===== config.mk =====
export PLATFORM = sky130hd
export DESIGN_NAME = serial_subtractor
export DESIGN_NICKNAME = d
export VERILOG_FILES = /design/src/rtl/serial_subtractor.sv
export SDC_FILE = /design/constraint.sdc
export NUM_CORES = 1
export LEC_CHECK = 0
export BUFFER_PORTS_ARGS = -buffer_cell sky130_fd_sc_hd__buf_2
export CORE_UTILIZATION = 40
export DETAILED_ROUTE_END_ITERATION = 6
export GPL_ROUTABILITY_DRIVEN = 0
export HOLD_SLACK_MARGIN = 0.12
export PLACE_DENSITY = 0.67
export SYNTH_ARGS = -nofsm -noshare
export SYNTH_HDL_FRONTEND = slang
export SYNTH_SLANG_ARGS = --single-unit

===== constraint.sdc =====
create_clock -name clk -period 1.3 [get_ports clk]
set_clock_uncertainty 0.15 [all_clocks]
set_input_delay 0.195 -clock clk [delete_from_list [all_inputs] [get_ports clk]]
set_output_delay 0.195 -clock clk [all_outputs]
set_load 0.01 [all_outputs]

===== src/rtl/serial_subtractor.sv =====
// serial_subtractor: bit-serial unsigned subtractor, LSB first.
// Computes diff = (a - b) mod 2^WIDTH and borrow = (a < b) over WIDTH shift
// cycles. All outputs come straight from flops.
//
// Timing for a start sampled at edge k:
//   edges k+1 .. k+WIDTH : one bit processed per edge (SHIFT)
//   edge  k+WIDTH        : enter DONE, diff/borrow take the final result
//   edge  k+WIDTH+1      : DONE -> IDLE, done pulses for the following cycle
//   edge  k+WIDTH+2      : earliest edge a new start is accepted
// This gives a WIDTH+1 cycle latency and a WIDTH+2 cycle back-to-back period.
// busy follows the FSM state (SHIFT/DONE), so it is already low in the cycle
// that carries the done pulse.
module serial_subtractor #(
  parameter int WIDTH = 8
) (
  input  logic             clk,
  input  logic             rst_n,
  input  logic             start,
  input  logic [WIDTH-1:0] a,
  input  logic [WIDTH-1:0] b,
  output logic             busy,
  output logic             done,
  output logic [WIDTH-1:0] diff,
  output logic             borrow
);

  localparam int CNT_W = $clog2(WIDTH + 1);
  localparam logic [CNT_W-1:0] CNT_ZERO = CNT_W'(0);
  localparam logic [CNT_W-1:0] CNT_ONE  = CNT_W'(1);
  localparam logic [CNT_W-1:0] CNT_LAST = CNT_W'(WIDTH - 1);
  localparam logic [WIDTH-1:0] W_ZERO   = {WIDTH{1'b0}};

  typedef enum logic [1:0] {
    ST_IDLE  = 2'd0,
    ST_SHIFT = 2'd1,
    ST_DONE  = 2'd2
  } state_e;

  // One full-subtractor bit; returns {borrow_out, difference_bit}.
  function automatic logic [1:0] sub_bit(
    input logic a0,
    input logic b0,
    input logic br
  );
    logic d;
    logic br_next;
    d       = a0 ^ b0 ^ br;
    br_next = (~a0 & b0) | (~(a0 ^ b0) & br);
    return {br_next, d};
  endfunction

  state_e           state_q,  state_d;
  logic [WIDTH-1:0] a_sh_q,   a_sh_d;
  logic [WIDTH-1:0] b_sh_q,   b_sh_d;
  logic [WIDTH-1:0] res_q,    res_d;
  logic             br_q,     br_d;
  logic [CNT_W-1:0] cnt_q,    cnt_d;
  logic [WIDTH-1:0] diff_q,   diff_d;
  logic             borrow_q, borrow_d;
  logic             busy_q,   busy_d;
  logic             done_q,   done_d;

  logic [1:0]       bit_s;
  logic [WIDTH-1:0] res_next_s;

  // Current-bit arithmetic and the result register as it would look after this shift.
  always_comb begin
    bit_s      = sub_bit(a_sh_q[0], b_sh_q[0], br_q);
    res_next_s = {bit_s[0], res_q[WIDTH-1:1]};
  end

  // Next-state and next-output logic; every register holds unless told otherwise.
  always_comb begin
    state_d  = state_q;
    a_sh_d   = a_sh_q;
    b_sh_d   = b_sh_q;
    res_d    = res_q;
    br_d     = br_q;
    cnt_d    = cnt_q;
    diff_d   = diff_q;
    borrow_d = borrow_q;

    case (state_q)
      ST_IDLE: begin
        if (start) begin
          // Operands are captured only here, so start during SHIFT/DONE is inert.
          a_sh_d  = a;
          b_sh_d  = b;
          res_d   = W_ZERO;
          br_d    = 1'b0;
          cnt_d   = CNT_ZERO;
          state_d = ST_SHIFT;
        end else begin
          state_d = ST_IDLE;
        end
      end

      ST_SHIFT: begin
        a_sh_d = {1'b0, a_sh_q[WIDTH-1:1]};
        b_sh_d = {1'b0, b_sh_q[WIDTH-1:1]};
        res_d  = res_next_s;
        br_d   = bit_s[1];
        cnt_d  = cnt_q + CNT_ONE;
        if (cnt_q == CNT_LAST) begin
          // Last bit: publish the completed result as DONE is entered.
          diff_d   = res_next_s;
          borrow_d = bit_s[1];
          state_d  = ST_DONE;
        end else begin
          state_d  = ST_SHIFT;
        end
      end

      ST_DONE: begin
        state_d = ST_IDLE;
      end

      default: begin
        state_d = ST_IDLE;
      end
    endcase

    busy_d = (state_d != ST_IDLE);
    done_d = (state_q == ST_DONE);
  end

  // State and output registers with synchronous active-low reset.
  always_ff @(posedge clk) begin
    if (!rst_n) begin
      state_q  <= ST_IDLE;
      a_sh_q   <= W_ZERO;
      b_sh_q   <= W_ZERO;
      res_q    <= W_ZERO;
      br_q     <= 1'b0;
      cnt_q    <= CNT_ZERO;
      diff_q   <= W_ZERO;
      borrow_q <= 1'b0;
      busy_q   <= 1'b0;
      done_q   <= 1'b0;
    end else begin
      state_q  <= state_d;
      a_sh_q   <= a_sh_d;
      b_sh_q   <= b_sh_d;
      res_q    <= res_d;
      br_q     <= br_d;
      cnt_q    <= cnt_d;
      diff_q   <= diff_d;
      borrow_q <= borrow_d;
      busy_q   <= busy_d;
      done_q   <= done_d;
    end
  end

  assign busy   = busy_q;
  assign done   = done_q;
  assign diff   = diff_q;
  assign borrow = borrow_q;

endmodule


==> Word level (Yosys, flattened, before mapping) <==
Index checks and enable logic that the tools add are counted.
{ "classes": {"reduce_logical": 5, "n_bitwise": 7, "muxes": 13, "n_eq_ne": 4, "addsub": 1} }
{ "ops": {"columns": ["operator", "n"], "rows": [
  ["$pmux W8 S2", 3],
  ["$mux W8", 3],
  ["$pmux W4 S2", 1],
  ["$add A4 B1 Y4 const B", 1],
  ["$eq A4 B3 Y1 const B", 1],
  ["$mux W4", 1],
  ["$pmux W2 S2", 1],
  ["$reduce_and A2 Y1", 2],
  ["$reduce_bool A2 Y1", 2],
  ["$and A1 B1 Y1", 2],
  ["$eq A2 B1 Y1 const B", 1],
  ["$eq A2 B2 Y1 const B", 1],
  ["$logic_not A2 Y1", 1],
  ["$mux W1", 2],
  ["$mux W2", 1],
  ["$ne A2 B2 Y1 const B", 1],
  ["$not A1 Y1", 2],
  ["$pmux W1 S2", 1],
  ["$xor A1 B1 Y1", 2],
  ["$or A1 B1 Y1", 1]
]} }
{ "totals": {"output_inout_bits": 11, "register_bits": 42, "in_bits": 19} }

==> Depth between registers and ports, before layout <==
{ "logic_depth": {"word_depth": 5, "ltp_mapped": 5} }

==> Worst setup path after synthesis <==
Ideal clock, no wire load.
{ "synth_path": {"path_kind": "register to register", "from": "register state_q[0]", "to": "register a_sh_q[0]", "required_ns": 1.033, "path_stages_with_launch": 5, "period_less_slack_ns": 1.347, "path_buffers": 1, "setup_slack_ns": -0.047, "setup_time_ns": 0.117, "arrival_time_ns": 1.080, "cell_sequence": "dfxtp_1 -> or3b_4 -> buf_6 -> o221ai_2 -> nor2_1"} }
{ "synth_between": {"elab_chain_len": 3, "word_cells_on_any_way": 6, "classes_between": "2 x eq/ne; 1 x mux; 3 x reduce/logical"} }
{ "synth_rtl": {"columns": ["item", "line", "rtl"], "rows": [
  ["start, declared", "52", "state_e state_q, state_d;"],
  ["start signal, assigned", "141", "state_q <= state_d;"],
  ["$eq A2 B1 Y1 or $logic_not A2 Y1 (tied branches)", "83", "case (state_q)"],
  ["$reduce_bool A2 Y1 (no source line) or $ne A2 B2 Y1 (tied branches)", null, null],
  ["$reduce_and A2 Y1 (no source line)", null, null],
  ["end signal, assigned", "142", "a_sh_q <= a_sh_d;"],
  ["end, declared", "53", "logic [WIDTH-1:0] a_sh_q, a_sh_d;"]
]} }
Parallel ways exist; a longest one is shown, timed or not.
A chain may end at the register's enable or synchronous reset.

==> Worst setup path after layout <==
{ "layout_path": {"from": "register state_q[1]", "to": "register diff_q[4], in the netlist diff[4]"} }
{ "layout_between": {"elab_chain_len": 2} }
{ "layout_rtl": {"columns": ["item", "line", "rtl"], "rows": [
  ["$eq A2 B1 Y1", "83", null],
  ["$reduce_and A2 Y1 (no source line)", null, null],
  ["end signal, assigned", "147", "diff_q <= diff_d;"],
  ["end, declared", "58", "logic [WIDTH-1:0] diff_q, diff_d;"]
]} }
No other way between the ends.

==> summary by stage <==
Run status
The run finished, with violations left. The checks that failed: setup timing.

Worst setup path
The kind of critical path is reg2reg. The signal on the critical path passes through buf_6, and4b_1, buf_6, mux2i_1. STA puts the critical path data required time at 1.38 ns. STA classifies the critical path startpoint as a flip-flop. The critical register-to-register path startpoint is state_q[1]. The arrival time of the worst setup path is 1.44 ns.

Of all nets on the critical path, the largest fanout is 8. The critical path's most frequent cell is sky130_fd_sc_hd__buf_6. In this run the worst setup path begins at state_q[1]. The family with the most delay on the worst path is flip-flops. For this run, the slowest stage of the critical path takes 0.38 ns. The worst setup path is captured at a flip-flop. The setup check on the worst reg-to-reg path leaves a slack of -0.05 ns. The number of buffer and inverter stages on the critical path is 2. The largest individual stage delay along the critical path comes from the cell sky130_fd_sc_hd__dfxtp_4.

Logic synthesis
The portion of the post-synthesis area used by sequential elements is 45.5%. The number of warnings reported in the yosys synthesis log is 0. Dividing the synthesized area by the synthesized cell count gives 9.54 sq um.

The number of flip-flops and latches in the synthesized netlist is 41. After synthesis the cells add up to 0.00180 sq mm. Counting every instance in the synthesized netlist gives 189.

The number of nets in the synthesized netlist is 210. The count of different cell masters after synthesis is 30.

Clock tree
The number of clock sinks is 41. The clock tree root buffer cell is sky130_fd_sc_hd__clkbuf_8. The buffer levels on the longest clock path is 2. TritonCTS built the clock tree. The maximum level of the CTS H-tree is 2. The CTS buffer count is 5. The worst-skew pair later-pin latency is 0.30 ns. The clock-pin transition on the worst setup and hold timing paths is 0.08 ns.

Placed design
The post-detailed-placement half-perimeter wirelength is 2180 um. Before CTS, the worst setup slack after placement is -0.100 ns. The number of cells after detailed placement is 275. During placement, the flow inserted port buffers numbering 29.

Route
The total DRC errors in the routed layout is 0. The total via count after detailed routing is 1475. The number of iterations in the first detailed-routing pass is 4. After detailed routing, the average wire length per cell comes to 13.0 um.

In the routed layout, each cell is associated on average with a via count of 4.93. The number of design-rule violations left by the first detailed-router iteration is 53. The residual antenna-violating net count after detailed routing is 0. The overall routed net length is 3880 um.

Power
The static leakage is 0.992 nW. VDD sags by at most 674 uV. Power spread over the standard cell area amounts to 1160 mW/mm^2.

Global routing
The global routing usage on met1 is 21.9%. The initial antenna violation count is 0. The total track usage is 16.9%. The maximum number of pins on one net before global-route repair is 52. The global-route met2 utilization is 25.2%.

The first-pass GRT wire length is 6310 um. The global-route layer with the greatest usage is met2. The global-route met3 utilization is 5.70%.

The leftover overflow at the end of global routing is 0. The via count of the first global-routing pass is 1283.

STA
The number of setup violations in the final report is 19. The routed design could run at a clock period as short as 1.35 ns. The final cycle utilization of the critical path is 104%. The number of hold violations in the final report is 0.

The maximum clock frequency is 739 MHz. Setup repair after global routing could not meet its margin everywhere. The worst pin sits at a relative slew slack of 84.5%.

The worst-margin pin slew is 0.232 ns. The number of pins exceeding their max-slew limit in the final report came to 0. The slack of the critical path is -0.0526 ns.

Die
The number of rows created at floorplan is 24. The count of pins on the block boundary is 30. From bottom edge to top edge, the die measures 69.1 um. The width of the die is 69.1 um. The effective utilization at floorplan is 41.4%. The core area is 0.00435 sq mm. The die area is 0.00478 sq mm.

Final layout
The number of antenna diodes in the final layout is 0. The count of nets after finishing is 267. The relative area change from synthesis to final layout is 35.2%. The share of post-route cells with drive strength above 1 is 33.6%. The final cell count without fillers is 299.

Worst hold path
In this run the worst hold path is classified as in2reg. The start point of the worst hold path is a[5].

Flow run
Max-cap violations in this run came to 0.
worst register-to-register path, cell delays in order, from the launching register on:
cell and delay [ns]:
sky130_fd_sc_hd__dfxtp_4 0.38, sky130_fd_sc_hd__buf_6 0.13, sky130_fd_sc_hd__and4b_1 0.29, sky130_fd_sc_hd__buf_6 0.16
sky130_fd_sc_hd__mux2i_1 0.18
report_power, final:
part           switching, mW  internal [mW]
Clock                  0.454          0.624
Combinational          0.188          0.211
Sequential            0.0424           1.31
logic make-up after synthesis:
family | Yosys count | share of synthesized area [%]
simple gates | 83 | 22.3
flops | 41 | 45.5
compound gates | 34 | 18.5
buf+inv | 18 | 5.83
mux | 11 | 6.11
fa+ha+maj | 2 | 1.80
what timing repair did:
item,in CTS,in global routing
hold buffers,12,0
endpoints found under the setup margin,32,36
pin swaps,6,1
hold endpoints to repair,12,0
cloned,2,0
buffers inserted,2,0
resized for setup,13,7
path summary, 6_finish.rpt:
check | end | cells after the start
worst max-delay path | diff[4] | 4
worst min-delay path | a_sh_q[5] | 4
worst min register to register | diff[1] | 2
worst max register to register | diff[4] | 4
state kept, by name (all words and copies together) (netlist names):
name and cells:
diff 8, a_sh_q 8, b_sh_q 8, cnt_q 4, done 1, borrow 1, br_q 1, res_q 7
state_q 2, busy 1
synth_stat cells, drive strengths merged:
cell type   n  area share [%]
nand3      11             3.1
nor2b       6             2.1
nand4       1            0.35
nor3b       3             1.8
nand2      27             5.6
inv         3            0.62
ha          1            0.69
clkbuf      4            0.83
fa          1             1.1
o21a        2            0.83
nor2       24             5.0
nand2b      4             1.4
o21ba       1            0.56
nor3        1            0.28
o21ai       1            0.28
and2        3             1.0
dfxtp      41              46
o221a       4             2.5
o221ai     10             8.3
a21boi     11             4.6
and4b       1            0.56
or3b        1            0.62
and3b       1            0.49
buf        11             4.4
a21oi       5             1.4
mux2i      11             6.1
layout make-up:
cell class	instances	area [sq um]
Timing Repair Buffer	63	490
Clock buffer	6	82.6
Clock inverter	2	37.5
Sequential cell	41	831
Multi-Input combinational cell	132	920
Inverter	3	11.3
Tap cell	52	65.1
Fill cell	389	1920
metal layers:
layer  up-vias  part of all wire [%]
li1        767                     -
met1       682                    49
met2        20                    46
met3         6                   3.5
met4         0                   2.0
met5         -                     0
through the flow:
| step | TNS, ns | utilization, % | area, sq um | hold WS (ns) | total power [mW] |
|---|---|---|---|---|---|
| after floorplan | -0.500 | - | 1810 | 0.180 | 1.61 |
| after global placement | -1.34 | 48.1 | 2100 | 0.291 | 1.71 |
| after detailed placement | -1.70 | 48.1 | 2100 | 0.294 | 1.72 |
| after CTS | -0.473 | 55.5 | 2420 | 0.182 | 2.86 |
| after global routing | -2.22 | 56.0 | 2440 | 0.196 | 2.96 |
| final | -0.542 | 56.0 | 2440 | 0.189 | 2.83 |
layout by cell type, fill, tap and decap left out, types with 2 or more instances in the layout:
cell type	netlist	final
sky130_fd_sc_hd__dfxtp_1	41	37
sky130_fd_sc_hd__buf_12	0	3
sky130_fd_sc_hd__dlygate4sd3_1	0	12
sky130_fd_sc_hd__dfxtp_2	0	2
sky130_fd_sc_hd__clkbuf_8	0	6
sky130_fd_sc_hd__inv_1	3	3
sky130_fd_sc_hd__buf_6	3	6
sky130_fd_sc_hd__and2_1	3	2
sky130_fd_sc_hd__or3b_4	1	3
sky130_fd_sc_hd__o221a_1	3	3
sky130_fd_sc_hd__o221ai_2	10	10
sky130_fd_sc_hd__nor2_1	24	24
sky130_fd_sc_hd__buf_4	2	13
sky130_fd_sc_hd__a21oi_1	5	5
sky130_fd_sc_hd__dfxtp_4	0	2
sky130_fd_sc_hd__o21a_1	2	2
sky130_fd_sc_hd__a21boi_1	11	11
sky130_fd_sc_hd__mux2i_1	11	11
sky130_fd_sc_hd__nand3_1	11	11
sky130_fd_sc_hd__nand2_1	27	26
sky130_fd_sc_hd__nor2b_1	6	6
sky130_fd_sc_hd__nand2b_1	4	4
sky130_fd_sc_hd__buf_2	6	29
No activity file was read; power rests on OpenSTA's default activity.
